==> config.mk <==
export PLATFORM = sky130hd
export DESIGN_NAME = color_frame_analyzer
export DESIGN_NICKNAME = d
export VERILOG_FILES = /design/src/rtl/color_pkg.sv /design/src/rtl/rgb565_classifier.sv /design/src/rtl/color_frame_analyzer.sv
export SDC_FILE = /design/constraint.sdc
export NUM_CORES = 1
export LEC_CHECK = 0
export CORE_MARGIN = 3
export CORE_UTILIZATION = 35
export DETAILED_ROUTE_END_ITERATION = 8
export SLEW_MARGIN = 0
export SYNTH_ARGS = -nofsm -noshare
export SYNTH_HDL_FRONTEND = slang
export SYNTH_HIERARCHICAL = 1
export SYNTH_SLANG_ARGS = --single-unit
==> constraint.sdc <==
create_clock -name i_Clk -period 4.5 [get_ports i_Clk]
set_input_delay 0.675 -clock i_Clk [delete_from_list [all_inputs] [get_ports i_Clk]]
set_output_delay 0.675 -clock i_Clk [all_outputs]
set_load 0.005 [all_outputs]
==> src/rtl/color_pkg.sv <==
// color_pkg: shared colour codes, analyzer state encoding and RGB565 field positions.
package color_pkg;
  localparam logic [1:0] COLOR_NONE  = 2'd0;
  localparam logic [1:0] COLOR_RED   = 2'd1;
  localparam logic [1:0] COLOR_GREEN = 2'd2;
  localparam logic [1:0] COLOR_BLUE  = 2'd3;
  typedef enum logic [1:0] {S_IDLE, S_RUN, S_DRAIN, S_DONE} state_t;
  localparam int R_HI = 15;
  localparam int R_LO = 11;
  localparam int G_HI = 10;
  localparam int G_LO = 5;
  localparam int B_HI = 4;
  localparam int B_LO = 0;
endpackage

==> src/rtl/rgb565_classifier.sv <==
// rgb565_classifier: registered one-hot red/green/blue decision for one RGB565 pixel.
module rgb565_classifier import color_pkg::*; #(
  parameter int MIN_LEVEL = 8,
  parameter int MARGIN    = 4
) (
  input  logic        i_Clk,
  input  logic        i_Reset,
  input  logic [15:0] i_Pixel,
  input  logic        i_Valid,
  output logic        o_Is_R,
  output logic        o_Is_G,
  output logic        o_Is_B,
  output logic        o_Valid
);
  localparam logic [5:0] LVL = 6'(MIN_LEVEL);
  localparam logic [5:0] MRG = 6'(MARGIN);
  logic [5:0] w_r, w_g, w_b;
  // Green drops its LSB so all channels share the 5-bit scale; 6-bit sums avoid overflow.
  assign w_r = {1'b0, i_Pixel[R_HI:R_LO]};
  assign w_g = {1'b0, i_Pixel[G_HI:G_LO+1]};
  assign w_b = {1'b0, i_Pixel[B_HI:B_LO]};
  function automatic logic wins(input logic [5:0] a, input logic [5:0] b, input logic [5:0] c);
    return (a >= LVL) && (a >= b + MRG) && (a >= c + MRG);
  endfunction
  always_ff @(posedge i_Clk) begin
    if (i_Reset) begin
      o_Valid <= 1'b0;
      o_Is_R  <= 1'b0;
      o_Is_G  <= 1'b0;
      o_Is_B  <= 1'b0;
    end else begin
      o_Valid <= i_Valid;
      o_Is_R  <= i_Valid && wins(w_r, w_g, w_b);
      o_Is_G  <= i_Valid && wins(w_g, w_r, w_b);
      o_Is_B  <= i_Valid && wins(w_b, w_r, w_g);
    end
  end
endmodule

==> src/rtl/color_frame_analyzer.sv <==
// color_frame_analyzer: reads one stored RGB565 frame, counts red/green/blue pixels, reports the dominant colour.
// Optional region-of-interest filtering when COLOR_ANALYZER_ROI_EN is defined.
module color_frame_analyzer import color_pkg::*; #(
  parameter int ADDR_W      = 15,
  parameter int FRAME_BYTES = 20000,
  parameter int COUNT_W     = 15,
  parameter int MIN_LEVEL   = 8,
  parameter int MARGIN      = 4,
  parameter int MIN_PIXELS  = 100
`ifdef COLOR_ANALYZER_ROI_EN
  ,
  parameter int IMG_WIDTH   = 100,
  parameter int ROI_X0      = 0,
  parameter int ROI_X1      = IMG_WIDTH - 1,
  parameter int ROI_Y0      = 0,
  parameter int ROI_Y1      = 65535
`endif
) (
  input  logic               i_Clk,
  input  logic               i_Reset,
  input  logic               i_Start,
  output logic               o_CaptureEnable,
  output logic [ADDR_W-1:0]  o_RAM_Read_Adress,
  input  logic [7:0]         i_RAM_Data,
  output logic               o_Busy,
  output logic               o_Done,
  output logic [1:0]         o_Color,
  output logic [COUNT_W-1:0] o_Count_R,
  output logic [COUNT_W-1:0] o_Count_G,
  output logic [COUNT_W-1:0] o_Count_B
);
  localparam logic [ADDR_W-1:0] LAST_ADDR = ADDR_W'(FRAME_BYTES - 1);
  localparam logic [COUNT_W-1:0] MIN_CNT = COUNT_W'(MIN_PIXELS);
  state_t r_state;
  logic [ADDR_W-1:0] r_addr;
  logic r_drain, r_rd_valid, r_rd_phase, r_busy, r_done, r_cap;
  logic [7:0] r_hi;
  logic [1:0] r_color;
  logic [COUNT_W-1:0] r_cnt_r, r_cnt_g, r_cnt_b, r_out_r, r_out_g, r_out_b;
  logic w_pix_valid, w_cls_valid, w_v, w_is_r, w_is_g, w_is_b, w_start;
  logic [15:0] w_pix;
  logic [COUNT_W-1:0] w_nxt_r, w_nxt_g, w_nxt_b, w_max;
  logic [1:0] w_code;
  assign w_start = (r_state == S_IDLE) && i_Start;
  assign w_pix = {r_hi, i_RAM_Data};
  // Read data lags the address by one cycle; odd-address bytes complete a pixel.
  assign w_pix_valid = r_rd_valid && r_rd_phase;
`ifdef COLOR_ANALYZER_ROI_EN
  logic [15:0] r_col, r_row;
  always_ff @(posedge i_Clk) begin
    if (i_Reset || w_start) begin
      r_col <= '0;
      r_row <= '0;
    end else if (w_pix_valid) begin
      r_col <= (r_col == 16'(IMG_WIDTH - 1)) ? '0 : r_col + 1'b1;
      r_row <= (r_col == 16'(IMG_WIDTH - 1)) ? r_row + 1'b1 : r_row;
    end
  end
  assign w_cls_valid = w_pix_valid && (r_col >= 16'(ROI_X0)) && (r_col <= 16'(ROI_X1))
                       && (r_row >= 16'(ROI_Y0)) && (r_row <= 16'(ROI_Y1));
`else
  assign w_cls_valid = w_pix_valid;
`endif
  rgb565_classifier #(.MIN_LEVEL(MIN_LEVEL), .MARGIN(MARGIN)) u_cls (
    .i_Clk   (i_Clk),
    .i_Reset (i_Reset),
    .i_Pixel (w_pix),
    .i_Valid (w_cls_valid),
    .o_Is_R  (w_is_r),
    .o_Is_G  (w_is_g),
    .o_Is_B  (w_is_b),
    .o_Valid (w_v)
  );
  assign w_nxt_r = (w_v && w_is_r && !(&r_cnt_r)) ? r_cnt_r + 1'b1 : r_cnt_r;
  assign w_nxt_g = (w_v && w_is_g && !(&r_cnt_g)) ? r_cnt_g + 1'b1 : r_cnt_g;
  assign w_nxt_b = (w_v && w_is_b && !(&r_cnt_b)) ? r_cnt_b + 1'b1 : r_cnt_b;
  // Result uses the next-count values so the final pixel's update lands in the same edge.
  always_comb begin
    w_code = (w_nxt_r >= w_nxt_g && w_nxt_r >= w_nxt_b) ? COLOR_RED :
             (w_nxt_g >= w_nxt_b) ? COLOR_GREEN : COLOR_BLUE;
    w_max  = (w_code == COLOR_RED) ? w_nxt_r : (w_code == COLOR_GREEN) ? w_nxt_g : w_nxt_b;
  end
  always_ff @(posedge i_Clk) begin
    if (i_Reset) begin
      r_state    <= S_IDLE;
      r_addr     <= '0;
      r_drain    <= 1'b0;
      r_rd_valid <= 1'b0;
      r_rd_phase <= 1'b0;
      r_hi       <= '0;
      r_busy     <= 1'b0;
      r_done     <= 1'b0;
      r_cap      <= 1'b1;
      r_color    <= COLOR_NONE;
      r_cnt_r    <= '0;
      r_cnt_g    <= '0;
      r_cnt_b    <= '0;
      r_out_r    <= '0;
      r_out_g    <= '0;
      r_out_b    <= '0;
    end else begin
      r_rd_valid <= (r_state == S_RUN);
      r_rd_phase <= r_addr[0];
      if (r_rd_valid && !r_rd_phase) r_hi <= i_RAM_Data;
      r_done  <= 1'b0;
      r_cnt_r <= w_start ? '0 : w_nxt_r;
      r_cnt_g <= w_start ? '0 : w_nxt_g;
      r_cnt_b <= w_start ? '0 : w_nxt_b;
      case (r_state)
        S_IDLE: if (i_Start) begin
          r_state <= S_RUN;
          r_busy  <= 1'b1;
          r_cap   <= 1'b0;
        end
        S_RUN: if (r_addr == LAST_ADDR) begin
          r_state <= S_DRAIN;
          r_drain <= 1'b0;
        end else begin
          r_addr <= r_addr + 1'b1;
        end
        S_DRAIN: begin
          r_drain <= 1'b1;
          if (r_drain) begin
            r_state <= S_DONE;
            r_addr  <= '0;
            r_done  <= 1'b1;
            r_busy  <= 1'b0;
            r_cap   <= 1'b1;
            r_color <= (w_max >= MIN_CNT) ? w_code : COLOR_NONE;
            r_out_r <= w_nxt_r;
            r_out_g <= w_nxt_g;
            r_out_b <= w_nxt_b;
          end
        end
        default: r_state <= S_IDLE;
      endcase
    end
  end
  assign o_CaptureEnable   = r_cap;
  assign o_RAM_Read_Adress = r_addr;
  assign o_Busy            = r_busy;
  assign o_Done            = r_done;
  assign o_Color           = r_color;
  assign o_Count_R         = r_out_r;
  assign o_Count_G         = r_out_g;
  assign o_Count_B         = r_out_b;
endmodule

# Word level (Yosys, flattened, before mapping)
# Index checks and enable logic that the tools add are counted.
dict set report totals {
  ff_bits 127
  output_inout_bits 65
  wordCells 110
  inputBits 11
}
dict set report op_classes {
  order_cmp 13
  addsub 7
  n_bitwise 1
  n_reduce_logical 36
  mux 24
  n_eq_ne 9
}
# op n
set ops {}
lappend ops {{$mux W15} 7}
lappend ops {{$add A15 B1 Y15 const B} 4}
lappend ops {{$ge A15 B15 Y1} 3}
lappend ops {{$reduce_and A15 Y1} 3}
lappend ops {{$ge A5 B6 Y1} 6}
lappend ops {{$pmux W15 S2} 1}
lappend ops {{$logic_and A1 B1 Y1} 19}
lappend ops {{$add A5 B3 Y6 const B} 3}
lappend ops {{$eq A15 B15 Y1 const B} 1}
lappend ops {{$ge A15 B7 Y1 const B} 1}
lappend ops {{$ge A5 B4 Y1 const B} 3}
lappend ops {{$mux W2} 5}
lappend ops {{$reduce_and A3 Y1} 3}
lappend ops {{$mux W1} 7}
lappend ops {{$ne A2 B2 Y1 const B} 3}
lappend ops {{$pmux W1 S2} 3}
lappend ops {{$pmux W2 S3} 1}
lappend ops {{$eq A2 B1 Y1 const B} 2}
lappend ops {{$eq A2 B2 Y1 const B} 2}
lappend ops {{$logic_not A1 Y1} 4}
lappend ops {{$reduce_and A2 Y1} 2}
lappend ops {{$reduce_bool A2 Y1} 2}
lappend ops {{$reduce_or A2 Y1} 2}
lappend ops {{$logic_not A2 Y1} 1}
lappend ops {{2 further kinds} 2}

# Longest topological paths before layout
dict set report logic_depth {
  ltp_word 12
  depth_mapped 16
  mapped_depth_nobuf 16
}

# Hierarchy
# Netlist, hierarchy kept.
# module area_each_um2 cells_each seq_area_each_um2 n_inst
set modules_own_cells {}
lappend modules_own_cells {color_frame_analyzer 6274.8 753 2462.4 1}
lappend modules_own_cells {rgb565_classifier 818.3 93 80.1 1}

# Worst setup path before layout
# OpenSTA, ideal clock, no wires.
dict set report synth_timing {
  kind {register -> register}
  startpoint {register r_cnt_b[0]}
  endpoint {register r_color[0] (netlist: o_Color[0])}
  period_less_slack_ps 3567
  path_stages_with_launch 17
  setup_slack_ps 933
  setup_ps 88
  required_ps 4412
  arrival_time_ps 3479
  cell_sequence {dfxtp_1 ha_1 nand4_4 nor4_2 nor2_1 xnor2_1 inv_1 ha_1 nor2b_1 o211ai_1 o211ai_1 a222oi_1 or3_1 a221o_1 a31oi_2 a211oi_1 nor4_2}
}
dict set report synth_via {
  elab_chain_len 12
  word_cells_on_any_way 16
  cone_classes {1 x add/sub; 3 x order compare; 2 x eq/ne; 6 x mux; 4 x reduce/logical}
}
# element line
set synth_lines {}
lappend synth_lines {{from (decl)} color_frame_analyzer.sv:39} ;# logic [COUNT_W-1:0] r_cnt_r, r_cnt_g, r_cnt_b, r_out_r, r_out_g, r_out_b;
lappend synth_lines {{from (signal assigned)} color_frame_analyzer.sv:108} ;# r_cnt_b <= w_start ? '0 : w_nxt_b;
lappend synth_lines {{parallel branches: the longest is 3 deep, another holds $add A15 B1 Y15} -}
lappend synth_lines {{$mux W15 (*)} color_frame_analyzer.sv:76} ;# assign w_nxt_b = (w_v && w_is_b && !(&r_cnt_b)) ? r_cnt_b + 1'b1 : r_cnt_b;
lappend synth_lines {{net w_nxt_b[0]} color_frame_analyzer.sv:42} ;# logic [COUNT_W-1:0] w_nxt_r, w_nxt_g, w_nxt_b, w_max;
lappend synth_lines {{$ge A15 B15 Y1, on equally long branches} {color_frame_analyzer.sv:80, color_frame_analyzer.sv:79}}
lappend synth_lines {{$mux W1 / $logic_and A1 B1 Y1 (equally long branches)} {color_frame_analyzer.sv:80, color_frame_analyzer.sv:79}}
lappend synth_lines {{$mux W2} color_frame_analyzer.sv:79} ;# w_code = (w_nxt_r >= w_nxt_g && w_nxt_r >= w_nxt_b) ? COLOR_RED :
lappend synth_lines {{$eq A2 B2 Y1} color_frame_analyzer.sv:81} ;# w_max = (w_code == COLOR_RED) ? w_nxt_r : (w_code == COLOR_GREEN) ? w_nxt_g : w_nxt_b;
lappend synth_lines {{$mux W15 (2 in series)} color_frame_analyzer.sv:81}
lappend synth_lines {{$ge A15 B7 Y1} color_frame_analyzer.sv:129} ;# r_color <= (w_max >= MIN_CNT) ? w_code : COLOR_NONE;
lappend synth_lines {{$mux W2 (*)} color_frame_analyzer.sv:129}
lappend synth_lines {{to (signal assigned)} color_frame_analyzer.sv:129}
lappend synth_lines {{to (decl)} color_frame_analyzer.sv:38} ;# logic [1:0] r_color;
# Mark *: on every way through the listed nets, which the timed path passes.
# A chain may end at the register's enable or synchronous reset.

# Worst setup path after layout
dict set report layout_timing {
  startpoint {register r_cnt_b[1]}
  endpoint {register r_color[0] (netlist: o_Color[0])}
}
dict set report layout_via {
  elab_chain_len 12
  word_cells_on_any_way 16
  cone_classes {1 x add/sub; 3 x order compare; 2 x eq/ne; 6 x mux; 4 x reduce/logical}
}
# element line
set layout_lines {}
lappend layout_lines {{$reduce_and A15 Y1 (*)} color_frame_analyzer.sv:76}
lappend layout_lines {{$logic_not A1 Y1 (*)} color_frame_analyzer.sv:76}
lappend layout_lines {{$logic_and A1 B1 Y1 (*)} color_frame_analyzer.sv:76}
lappend layout_lines {{$mux W15 (*)} color_frame_analyzer.sv:76}
lappend layout_lines {{net w_nxt_b[0]} color_frame_analyzer.sv:42}
lappend layout_lines {{$ge A15 B15 Y1, on equally long branches} {color_frame_analyzer.sv:80, color_frame_analyzer.sv:79}}
lappend layout_lines {{$mux W1 / $logic_and A1 B1 Y1 (equally long branches)} {color_frame_analyzer.sv:80, color_frame_analyzer.sv:79}}
lappend layout_lines {{$mux W2} color_frame_analyzer.sv:79}
lappend layout_lines {{$eq A2 B2 Y1} color_frame_analyzer.sv:81}
lappend layout_lines {{$mux W15 (2 in series)} color_frame_analyzer.sv:81}
lappend layout_lines {{$ge A15 B7 Y1} color_frame_analyzer.sv:129}
lappend layout_lines {{$mux W2 (*)} color_frame_analyzer.sv:129}
# The timed path passes the listed nets; every way through them passes the cells marked *.

==> flow_summary.yaml <==
power_and_ir_drop:
  vdd_drop_max_mv: 0.260
  p_leak_nw: 3.45
  clkPwrFrac: 0.472
  seqPwrFrac: 0.401
  intPower_mw: 2.28
  p_comb_frac: 0.127
  swShare: 0.252
  powerDensity_nw_per_um2: 345
  p_switching_uw: 770
min_path:
  hold_path.class: "register to register"
  holdPathStages: 2
routing:
  met1_length_microns: 9370
  num_vias: 6206
  viasPerCell: 5.12
  top_layer: "met4"
  wirelength_microns: 19200
  final_antenna_net_count: 0
  drt_first_pass_iters: 5
  wl_per_cell_microns: 15.9
  drc: 0
  route.met3.wl_microns: 864
  wl_met2_microns: 8690
  drtIter0Drc: 356
run_status:
  status: "complete, no violations"
yosys:
  netlist_area_sq_um: 7090
  synth_top_family_by_area: "simple AND/OR/NAND/NOR gates"
  syn_inst: 846
  ys_seq_area_frac: 0.358
  synth_xor_xnor_area_share: 0.0665
  synth-edff-count: 0
  synth_mux_area_frac: 0.0199
  yosysUniqueCellTypes: 72
  synthFlopType: "dfxtp_1"
  syn_nets: 915
  syn_area_per_cell_sq_um: 8.38
  ys_async_sr_fraction: 0
  synthAdderAreaFrac: 0.111
  synthSimpleGateAreaFrac: 0.239
  synth-compound-area-share: 0.167
  synth_warnings: 6
  ys_ff_latch: 127
clock_tree:
  clockRootBuffer: "clkbuf_16"
  cts_buffers: 17
  clock_latency_ns: 0.42
  cts_tree: "yes"
  cts.reportedPaths.clkPinSlew_ns: 0.06
  hold_buffers: 0
  htree_num_levels: 4
  cts_resized: 0
  cts_buffer_depth: 2
  cts_setup_buffers: 0
  cts.sink_count: 127
layout:
  multi_input_area_sq_um: 4280
  fill_cells: 1919
  final_common_cell: "nor2_1"
  antennaDiodeCount: 0
  final_area_sq_um: 8840
  final_cell_mix: "nor2_1 (163), dfxtp_1 (127), clkdlybuf4s50_1 (74)"
  drive_above_1_share: 0.0772
  area.sequential_sq_um: 2540
  nets: 1003
  syn_to_final_growth_pct: 24.6
sta:
  min_period_ns: 3.91
  fmax_mhz: 256
  finClkSkew_ns: 0.0102
  tns_ns: 0
  hold_violations: 0
  relSlewSlack: 0.356
  worst_pin_slew_ns: 0.965
  report.final.slew_viol_count: 0
  setup_viol_count_final: 0
  rsz0062_at_grt: "no"
  fin_crit_sh: 0.868
critical_path:
  path_delay_family: "simple AND/OR/NAND/NOR gates"
  cp-end-kind: "register"
  max_stage_delay_ns: 0.37
  slowest_stage: "dfxtp_1"
  crit_required_ns: 4.83
  crit_path_max_fanout: 8
  worst_setup_path_start_kind: "register"
  crit_type: "register to register"
  cp_num_buf_inv: 1
  critical_path.cell_chain: "ha_1, nand4_4, nor4_2, nor2_1, xnor2_1, inv_1, ha_1, nor2b_1, o211ai_1, o211ai_1, a222oi_1, or3_1, a221o_1, a31oi_2, a211oi_1, nor4_2"
  ff2ff_path_depth: 16
  arrival_ns: 4.24
  worst-path-stages: 16
grt:
  first_global_vias: 5934
  grt_start_max_net_pins: 47
  grt_first_pass_wirelength_microns: 31000
  overflow: 0
  antenna_found_initial: 0
  globalRouteTotalUtil: 0.176
place:
  place.gp.congestion: 0.889
  port_buffers: 75
  hpwl_microns: 14100
  placedInstanceArea_sq_um: 8230
die:
  die_w_microns: 148
  ios: 76
  row_count: 51
  start_util: 0.360
  core_sq_um: 19700
  die_y_microns: 148
  dieArea_sq_um: 22000
flow_run:
  maxCapViolCount: 0
cell usage after synthesis (8+ instances only):
library cell	instances	area [sq um]
nor4_1	8	50.1
inv_1	46	173
dfxtp_1	127	2540
a211oi_1	43	323
o21ai_0	14	70.1
nor2_1	163	612
mux2i_1	13	130
nand3_1	28	140
ha_1	58	726
a31oi_1	8	50.1
nand4_1	18	113
nor3_1	12	60.1
nand2_1	48	180
and3_1	12	75.1
xor2_1	27	236
nor2b_1	9	56.3
nand2b_1	8	50.1
clkbuf_1	23	86.3
xnor2_1	25	219
a21oi_1	36	180
a21o_1	9	67.6
and2_1	10	62.6
cell families after synthesis:
group | after synthesis
buffers and inverters | 73
and+or+nand+nor | 348
DFF | 127
adders and majority gates | 64
muxes | 14
AOI/OAI and AO/OA | 167
xor gates and xnor gates | 53
worst register-to-register path: stages, from the launching register on:
cell and delay (ns):
dfxtp_1 0.37, ha_1 0.26, nand4_4 0.18, nor4_2 0.35, nor2_1 0.19, xnor2_1 0.27, inv_1 0.10, ha_1 0.28
nor2b_1 0.20, o211ai_1 0.13, o211ai_1 0.12, a222oi_1 0.08, or3_1 0.37, a221o_1 0.33, a31oi_2 0.20, a211oi_1 0.12
nor4_2 0.28
area by class of cell:
type	instances	area share
clock inverter	10	0.0184
timing repair buffer	96	0.102
tap	265	0.0375
multi-input combinational	646	0.484
clock buffer	21	0.0510
inverter	46	0.0195
sequential	127	0.288
power groups by stage:
stage | sequential, mW | clock (mW) | combinational (mW)
5_1_grt | 1.23 | 1.53 | 0.437
3_5_place_dp | 1.24 | 0 | 0.387
6_report | 1.22 | 1.44 | 0.388
4_1_cts | 1.22 | 1.47 | 0.391
3_3_place_gp | 1.24 | 0 | 0.386
2_1_floorplan | 1.23 | 0 | 0.268
stage by stage:
| step | power (mW) | hold WS (ns) | instances | util | setup slack [ns] |
|---|---|---|---|---|---|
| global route | 3.20 | 0.512 | 1211 | 0.448 | 0.278 |
| CTS | 3.08 | 0.487 | 1211 | 0.448 | 0.601 |
| global placement | 1.63 | 0.474 | 1180 | 0.417 | 0.751 |
| finish | 3.05 | 0.488 | 1211 | 0.448 | 0.592 |
| detailed placement | 1.63 | 0.476 | 1180 | 0.417 | 0.649 |
| floorplan | 1.50 | 0.453 | 846 | - | 0.933 |
worst paths after layout:
check	startpoint	to	slack (ns)
max reg2reg	r_cnt_b[1]$_SDFF_PP0_	o_Color[0]$_SDFFE_PP0P_	0.59
max	r_cnt_b[1]$_SDFF_PP0_	o_Color[0]$_SDFFE_PP0P_	0.59
min reg2reg	o_Count_G[5]$_SDFFE_PP0P_	o_Count_G[5]$_SDFFE_PP0P_	0.49
min	o_Count_G[5]$_SDFFE_PP0P_	o_Count_G[5]$_SDFFE_PP0P_	0.49
sequential cells by signal, indices dropped and copies added (netlist names):
register and count:
o_Done 1, o_Count_G 15, r_cnt_b 15, r_hi 8, o_Busy 1, o_Count_R 15, r_cnt_r 15, u_cls/o_Is_G 1
r_drain 1, o_CaptureEnable 1, r_rd_phase 1, o_Color 2, u_cls/o_Is_R 1, o_Count_B 15, u_cls/o_Is_B 1, r_cnt_g 15
r_state 2, r_rd_valid 1, o_RAM_Read_Adress 15, u_cls/o_Valid 1
layer usage:
layer	global-route usage	up-vias
met4	0.0527	0
met2	0.283	137
met1	0.237	2861
met3	0.0393	20
met5	0	-
li1	-	3188
Power figures use the tool's default switching activity.
